$ cat src/rtl/pe_pkg.sv
`default_nettype none
// ----------------------------------------------------------------------------
// pe_pkg -- state encoding and defaults shared by the PE sequencer. Rev 1.0
// ----------------------------------------------------------------------------
package pe_pkg;

  localparam int PE_LATENCY_DEFAULT = 2;

  localparam logic [2:0] ST_IDLE   = 3'd0;
  localparam logic [2:0] ST_ACCUM  = 3'd1;
  localparam logic [2:0] ST_FORMAT = 3'd2;
  localparam logic [2:0] ST_WAIT   = 3'd3;
  localparam logic [2:0] ST_HOLD   = 3'd4;

  // States in which a new operand pair may be taken.
  function automatic logic st_accepts(input logic [2:0] st);
    return (st == ST_IDLE) || (st == ST_ACCUM);
  endfunction

endpackage
`default_nettype wire

$ cat src/rtl/pe_sequencer_if.sv
`default_nettype none
// ----------------------------------------------------------------------------
// pe_sequencer_if -- operand-pair input stream and result stream. Rev 1.0
// ----------------------------------------------------------------------------
interface pe_sequencer_if #(
  parameter int WIDTH_DATA = 16,
  parameter int WIDTH_CNT  = 8
);

  logic                  in_valid_i;
  logic                  in_ready_o;
  logic [WIDTH_DATA-1:0] in_a_i;
  logic [WIDTH_DATA-1:0] in_b_i;
  logic                  in_last_i;

  logic                  res_valid_o;
  logic                  res_ready_i;
  logic [WIDTH_DATA-1:0] res_data_o;
  logic [WIDTH_CNT-1:0]  res_len_o;
  logic                  res_ovf_o;

  modport slave (
    input  in_valid_i, in_a_i, in_b_i, in_last_i, res_ready_i,
    output in_ready_o, res_valid_o, res_data_o, res_len_o, res_ovf_o
  );

  modport master (
    output in_valid_i, in_a_i, in_b_i, in_last_i, res_ready_i,
    input  in_ready_o, res_valid_o, res_data_o, res_len_o, res_ovf_o
  );

endinterface
`default_nettype wire

$ cat src/rtl/pe_sequencer.sv
`default_nettype none
// ----------------------------------------------------------------------------
// pe_sequencer -- feeds operand pairs to a MAC PE, formats and returns result.
// Rev 1.0
// ----------------------------------------------------------------------------
module pe_sequencer
  import pe_pkg::*;
#(
  parameter int WIDTH_DATA = 16,
  parameter int PE_LATENCY = PE_LATENCY_DEFAULT,
  parameter int WIDTH_CNT  = 8
) (
  input  logic                  clk,
  input  logic                  rst,
  pe_sequencer_if.slave         bus,
  output logic [WIDTH_DATA-1:0] data_a_o,
  output logic [WIDTH_DATA-1:0] data_b_o,
  output logic                  keep_data_o,
  output logic                  format_en_o,
  input  logic [WIDTH_DATA-1:0] pe_data_i
);

  localparam int WIDTH_LAT = (PE_LATENCY > 1) ? $clog2(PE_LATENCY) : 1;
  localparam logic [WIDTH_LAT-1:0] LAT_LAST = WIDTH_LAT'(PE_LATENCY - 1);
  localparam logic [WIDTH_CNT-1:0] CNT_MAX  = '1;

  logic [2:0]            state_q, state_d;
  logic [WIDTH_CNT-1:0]  cnt_q, cnt_d;
  logic [WIDTH_LAT-1:0]  lat_q, lat_d;
  logic                  ovf_q, ovf_d;
  logic [WIDTH_DATA-1:0] a_q, a_d;
  logic [WIDTH_DATA-1:0] b_q, b_d;
  logic [WIDTH_DATA-1:0] res_q, res_d;
  logic                  keep_q, keep_d;
  logic                  fmt_q, fmt_d;
  logic                  valid_q, valid_d;

  logic w_ready_st;
  logic w_accept;
  logic w_cnt_full;
  logic w_last;

  // Ready is forced low while reset is held so nothing is taken mid-reset.
  assign w_ready_st     = st_accepts(state_q);
  assign bus.in_ready_o = w_ready_st & ~rst;
  assign w_accept       = bus.in_valid_i & w_ready_st;
  assign w_cnt_full     = (cnt_q == (CNT_MAX - 1'b1));
  assign w_last         = bus.in_last_i | w_cnt_full;

  always_comb begin
    state_d = state_q;
    cnt_d   = cnt_q;
    lat_d   = lat_q;
    ovf_d   = ovf_q;
    res_d   = res_q;
    valid_d = valid_q;
    a_d     = '0;
    b_d     = '0;
    keep_d  = 1'b0;
    fmt_d   = 1'b0;
    case (state_q)
      ST_IDLE, ST_ACCUM: begin
        // Inside a job every cycle accumulates, even bubbles (zero product).
        keep_d = (state_q == ST_ACCUM);
        if (w_accept) begin
          a_d   = bus.in_a_i;
          b_d   = bus.in_b_i;
          cnt_d = cnt_q + 1'b1;
          if (w_last) begin
            state_d = ST_FORMAT;
            ovf_d   = ~bus.in_last_i;
          end else begin
            state_d = ST_ACCUM;
          end
        end
      end
      ST_FORMAT: begin
        fmt_d   = 1'b1;
        lat_d   = LAT_LAST;
        state_d = ST_WAIT;
      end
      ST_WAIT: begin
        if (lat_q == '0) begin
          res_d   = pe_data_i;
          valid_d = 1'b1;
          state_d = ST_HOLD;
        end else begin
          lat_d = lat_q - 1'b1;
        end
      end
      ST_HOLD: begin
        if (bus.res_ready_i) begin
          valid_d = 1'b0;
          cnt_d   = '0;
          ovf_d   = 1'b0;
          state_d = ST_IDLE;
        end
      end
      default: state_d = ST_IDLE;
    endcase
  end

  always_ff @(posedge clk or posedge rst) begin
    if (rst) begin
      state_q <= ST_IDLE;
      cnt_q   <= '0;
      lat_q   <= '0;
      ovf_q   <= 1'b0;
      res_q   <= '0;
      valid_q <= 1'b0;
      a_q     <= '0;
      b_q     <= '0;
      keep_q  <= 1'b0;
      fmt_q   <= 1'b0;
    end else begin
      state_q <= state_d;
      cnt_q   <= cnt_d;
      lat_q   <= lat_d;
      ovf_q   <= ovf_d;
      res_q   <= res_d;
      valid_q <= valid_d;
      a_q     <= a_d;
      b_q     <= b_d;
      keep_q  <= keep_d;
      fmt_q   <= fmt_d;
    end
  end

  assign data_a_o        = a_q;
  assign data_b_o        = b_q;
  assign keep_data_o     = keep_q;
  assign format_en_o     = fmt_q;
  assign bus.res_valid_o = valid_q;
  assign bus.res_data_o  = res_q;
  assign bus.res_len_o   = cnt_q;
  assign bus.res_ovf_o   = ovf_q;

endmodule
`default_nettype wire

$ cat src/flat_wrapper.sv
// flat-port wrapper written by rule: the top's interface ports become plain ports
module pe_sequencer_flat import pe_pkg::*;
#(
  parameter int WIDTH_DATA = 16,
  parameter int PE_LATENCY = PE_LATENCY_DEFAULT,
  parameter int WIDTH_CNT  = 8
)
  (clk, rst, data_a_o, data_b_o, keep_data_o, format_en_o, pe_data_i, bus_in_valid_i, bus_in_a_i, bus_in_b_i, bus_in_last_i, bus_res_ready_i, bus_in_ready_o, bus_res_valid_o, bus_res_data_o, bus_res_len_o, bus_res_ovf_o);
  pe_sequencer_if #(.WIDTH_DATA(WIDTH_DATA), .WIDTH_CNT(WIDTH_CNT)) bus_i ();
  input  logic clk;
  input  logic rst;
  output logic [WIDTH_DATA-1:0] data_a_o;
  output logic [WIDTH_DATA-1:0] data_b_o;
  output logic keep_data_o;
  output logic format_en_o;
  input  logic [WIDTH_DATA-1:0] pe_data_i;
  input wire logic [$bits(bus_i.in_valid_i)-1:0] bus_in_valid_i;
  input wire logic [$bits(bus_i.in_a_i)-1:0] bus_in_a_i;
  input wire logic [$bits(bus_i.in_b_i)-1:0] bus_in_b_i;
  input wire logic [$bits(bus_i.in_last_i)-1:0] bus_in_last_i;
  input wire logic [$bits(bus_i.res_ready_i)-1:0] bus_res_ready_i;
  output wire logic [$bits(bus_i.in_ready_o)-1:0] bus_in_ready_o;
  output wire logic [$bits(bus_i.res_valid_o)-1:0] bus_res_valid_o;
  output wire logic [$bits(bus_i.res_data_o)-1:0] bus_res_data_o;
  output wire logic [$bits(bus_i.res_len_o)-1:0] bus_res_len_o;
  output wire logic [$bits(bus_i.res_ovf_o)-1:0] bus_res_ovf_o;
  assign bus_i.in_valid_i = bus_in_valid_i;
  assign bus_i.in_a_i = bus_in_a_i;
  assign bus_i.in_b_i = bus_in_b_i;
  assign bus_i.in_last_i = bus_in_last_i;
  assign bus_i.res_ready_i = bus_res_ready_i;
  assign bus_in_ready_o = bus_i.in_ready_o;
  assign bus_res_valid_o = bus_i.res_valid_o;
  assign bus_res_data_o = bus_i.res_data_o;
  assign bus_res_len_o = bus_i.res_len_o;
  assign bus_res_ovf_o = bus_i.res_ovf_o;
  pe_sequencer #(.WIDTH_DATA(WIDTH_DATA), .PE_LATENCY(PE_LATENCY), .WIDTH_CNT(WIDTH_CNT)) u_core (.clk(clk), .rst(rst), .bus(bus_i), .data_a_o(data_a_o), .data_b_o(data_b_o), .keep_data_o(keep_data_o), .format_en_o(format_en_o), .pe_data_i(pe_data_i));
endmodule
$ cat config.mk
export PLATFORM = sky130hd
export DESIGN_NAME = pe_sequencer_flat
export DESIGN_NICKNAME = d
export VERILOG_FILES = /design/src/rtl/pe_pkg.sv /design/src/rtl/pe_sequencer_if.sv /design/src/rtl/pe_sequencer.sv /design/src/flat_wrapper.sv
export SDC_FILE = /design/constraint.sdc
export NUM_CORES = 1
export LEC_CHECK = 0
export ABC_AREA = 1
export CAP_MARGIN = 20
export CORE_MARGIN = 2
export CORE_UTILIZATION = 40
export CTS_CLUSTER_DIAMETER = 30
export CTS_CLUSTER_SIZE = 30
export DETAILED_ROUTE_END_ITERATION = 12
export PLACE_DENSITY = 0.88
export SYNTH_ARGS = -nofsm -noshare
export SYNTH_HDL_FRONTEND = slang
export SYNTH_SLANG_ARGS = --single-unit
$ cat constraint.sdc
create_clock -name clk -period 4.1 [get_ports clk]
set_input_delay 0.41 -clock clk [delete_from_list [all_inputs] [get_ports clk]]
set_output_delay 0.41 -clock clk [all_outputs]
set_load 0.1 [all_outputs]
[Yosys cells after proc, flatten, opt, wreduce, memory -nomap -nowiden]
Index checks and enable logic that the tools add are counted.
Cells by class
  $add $sub $neg: 2
  equal/unequal tests: 9
  muxes and demuxes: 22
  bitwise logic cells: 6
  reduce and logical (&&, ||, !) cells: 11
Operators with widths (count)
  $mux 16: 4
  $mux 8: 2
  $pmux 8 s2: 1
  $pmux 3 s4: 1
  $mux 3: 3
  $reduce_and 3->1: 3
  $add 8x1->8 const B: 1
  $eq 8x8->1 const B: 1
  $mux 1: 7
  $eq 3x2->1 const B: 2
  $pmux 1 s2: 3
  $reduce_bool 2->1: 3
  $ne 2x1->1 const B: 2
  $ne 2x2->1 const B: 2
  $reduce_and 4->1: 1
  $eq 3x1->1 const B: 1
  $eq 3x3->1 const B: 1
  $logic_not 3->1: 1
  $not 1->1: 3
  $and 1x1->1: 2
  $mux 2: 1
  $reduce_and 2->1: 1
  $reduce_or 2->1: 1
  $logic_or 1x1->1: 1
  other kinds (2): 2
Word-level totals
  bits in registers: 64
  output and inout bits: 61
  word-level logic and storage cells: 60

[Depth between registers and ports, before layout]
  word-level depth: 5
  mapped depth: 10
  depth with buffers taken out: 10

[Worst setup path before layout]
No wires, ideal clock.
  kind: register to output
  start point: register u_core.state_q[1]
  end point: output bus_in_ready_o
  arrival time: 2130 ps
  setup slack: 1560 ps
  cell stages (with the launch flop): 4
  path through: dfrtp_1 nor2_1 nand2_1 a21oi_1
Between the ends
  cells in the longest elaborated chain, start to end: 3
  elaborated cells between the ends (all ways): 4
  classes of those cells: eq/ne (1); bitwise (1); reduce/logical (2)
Ends and longest elaborated chain
  start, declared: RTL line pe_sequencer.sv:27  | logic [2:0] state_q, state_d;
  start signal, assigned: RTL line pe_sequencer.sv:116  | state_q <= state_d;
  $eq 3x1->1 / $logic_not 3->1 (equally long branches): RTL line pe_pkg.sv:17  | return (st == ST_IDLE) || (st == ST_ACCUM);
  $logic_or 1x1->1 *: RTL line pe_pkg.sv:17
  $and 1x1->1 *: RTL line pe_sequencer.sv:45  | assign bus.in_ready_o = w_ready_st & ~rst;
  end, declared: RTL line flat_wrapper.sv:22  | output wire logic [$bits(bus_i.in_ready_o)-1:0] bus_in_ready_o;
Every way passes the cells marked *; elsewhere a longest branch is shown, timed or not.

[Worst setup path after layout]
  start point: register u_core.state_q[0]
  end point: output bus_in_ready_o
The elaborated chain is that of the path after synthesis.

==> results.json <==
{
  "die_w_microns": 84.24,
  "diodes": 0,
  "outcome": "completed",
  "start_kind": "register",
  "setup_violations": 0,
  "fmax_ghz": 0.3689,
  "post_dp_cell_area_sq_um": 3784,
  "max_slew.worst_pin.slew_ns": 1.009,
  "synth_top_family_by_area": "simple AND/OR/NAND/NOR gates",
  "worstSkewPairLatency_ns": 0.33,
  "syn2layout_area_growth_pct": 55.15,
  "synthCells": 257,
  "cts_resized": 0,
  "core_area_sq_um": 6277,
  "route.detailed.drc": 0,
  "synth-simple-area-share_pct": 17.59,
  "critPathMaxStageDelay_ns": 1.14,
  "cts.sinks": 64,
  "grt_pass1_wl_microns": 9784,
  "cp.arrival_ns": 2.30,
  "synth.ff_latch_count": 64,
  "postCtsSetupBuffers": 0,
  "fin_nets": 433,
  "setup_tns_ns": 0,
  "fin_hold_ws_ns": 0.4763,
  "cts_root_buffer": "clkbuf_8",
  "grt_max_degree": 38,
  "vias": 2047,
  "ys_warn_count": 0,
  "cp_top_family": "buffers and inverters",
  "hold_viol": 0,
  "cts_buffer_depth": 2,
  "holdBufCountCts": 0,
  "synth_fa_ha_area_share_pct": 0.9718,
  "synth_cell_type_count": 19,
  "layout-drive-gt1-share_pct": 10.70,
  "wirelength_microns": 5785,
  "synth_nets": 312,
  "core.rowCount": 29,
  "synth_compound_area_share_pct": 1.798,
  "pin_count": 114,
  "synth_xor_area_share_pct": 0.6803,
  "grt_use_total_pct": 17.50,
  "slew_viol_final": 0,
  "cp_slowest_cell": "clkdlybuf4s50_1",
  "yosysSeqAreaShare_pct": 62.20,
  "io_buffers": 113,
  "cp-end-kind": "primary output",
  "crit_fanout": 5,
  "cp_cell_sequence": "nor2_1 > nand2_1 > a21oi_1 > clkdlybuf4s50_1",
  "dpl.hpwl_microns": 4338,
  "min_period_ns": 2.711,
  "ant_nets": 0,
  "cp.required_ns": 3.69,
  "first_iter_violations": 69,
  "wl_per_cell_microns": 12.58,
  "hold_path_class": "reg2reg",
  "cts_htree_levels": 3,
  "synth.cell_area_sq_um": 2575,
  "syn_avg_cell_area_sq_um": 10.02,
  "path_buf_inv": 1,
  "cts_buffers": 9,
  "place_congestion": 0.8558,
  "globalRouteOverflowTotal": 0,
  "dieArea_sq_um": 7096,
  "maxSlewHeadroom_pct": 32.53,
  "cts_tree": "yes",
  "synthMuxAreaShare_pct": 8.163,
  "die_h_microns": 84.24,
  "final_cell_area_sq_um": 3995,
  "final_common_cell": "clkdlybuf4s50_1",
  "grt_pass1_vias": 2030,
  "antenna_found_initial": 0,
  "fin_skew_ns": 0.01004,
  "fin_util_pct": 63.64,
  "drt_pre_antenna_iters": 4,
  "drv_cap": 0,
  "crit_type": "reg2out",
  "period_share_pct": 66.11,
  "rsz0062_at_grt": "no",
  "layout_common_cells": "clkdlybuf4s50_1, dfrtp_1, inv_1",
  "drt-vias-per-instance": 4.450,
  "start_util_pct": 41.02,
  "clk_pin_slew_ns": 0.06
}
==> per-stage QoR <==
stage               worst slack (ns)  cells
floorplan                      1.560    257
global placement               1.577    444
detailed placement             1.587    444
CTS                            1.389    460
global route                   1.247    460
finish                         1.389    460
==> area by class of cell <==
| cell class | instances | area, sq um |
|---|---|---|
| well taps | 77 | 96.34 |
| multi-input cells | 137 | 752.0 |
| fillers | 520 | 2282 |
| flip-flops and latches | 64 | 1602 |
| clock buffers | 10 | 127.6 |
| inverters | 52 | 195.2 |
| repair buffers | 114 | 1139 |
| clock inverters | 6 | 83.83 |
==> cell usage after synthesis <==
library cell	n	share of area, %
o21ai_0	3	0.58
mux2_2	8	3.5
xor2_1	2	0.68
a21oi_4	1	0.63
o21ai_1	2	0.39
inv_1	52	7.6
nand2_2	4	0.97
a21oi_1	1	0.19
nor2_1	44	6.4
nand2_1	45	6.6
mux2_4	8	4.7
nand3_1	13	2.5
nor3_1	1	0.19
nor2_2	2	0.49
ha_1	2	0.97
buf_6	1	0.44
buf_2	3	0.58
dfrtp_1	64	62
nand2_4	1	0.44
==> layer usage <==
layer | vias up | GRT usage, % | part of all wire (%)
met2 | 80 | 29.37 | 50
met5 | - | 0 | 0
met1 | 955 | 21.43 | 40
met4 | 0 | 3.519 | 0.83
li1 | 1005 | - | -
met3 | 7 | 7.178 | 8.6
==> kinds of logic after synthesis <==
| kind of cell | count (synthesis) |
|---|---|
| AND/OR/NAND/NOR | 110 |
| XOR/XNOR | 2 |
| buffers and inverters | 56 |
| AO/OA/AOI/OAI | 7 |
| multiplexers | 16 |
| adder cells (fa/ha/maj) | 2 |
| flip-flops | 64 |
==> sequential cells by signal, indices dropped and copies added (netlist names) <==
| register | flops |
|---|---|
| u_core.state_q | 3 |
| u_core.lat_q | 1 |
| u_core.bus.res_valid_o | 1 |
| u_core.bus.res_data_o | 16 |
| u_core.format_en_o | 1 |
| u_core.keep_data_o | 1 |
| u_core.data_b_o | 16 |
| u_core.data_a_o | 16 |
| u_core.bus.res_len_o | 8 |
| u_core.bus.res_ovf_o | 1 |
==> worst paths after layout <==
| check | cells past startpoint | slack (ns) | to | from |
|---|---|---|---|---|
| max in group asynchronous | 3 | 2.73 | u_core.data_b_o[13] | rst |
| hold / removal | 2 | 0.48 | u_core.bus.res_valid_o | u_core.bus.res_valid_o |
| hold reg to reg | 2 | 0.48 | u_core.bus.res_valid_o | u_core.bus.res_valid_o |
| min in group asynchronous | 2 | 0.49 | u_core.bus.res_len_o[3] | rst |
| setup / recovery | 4 | 1.39 | bus_in_ready_o | u_core.state_q[0] |
| setup reg to reg | 8 | 2.27 | u_core.bus.res_ovf_o | u_core.state_q[0] |
==> worst reg2reg max path, delay by kind of cell (launching register included) <==
family,cells,cell delay [ns]
simple gates,8,1.30
flops,1,0.42
Power is not shown: default switching activity piles up to over one toggle a cycle in this logic, so the estimate is an artifact.
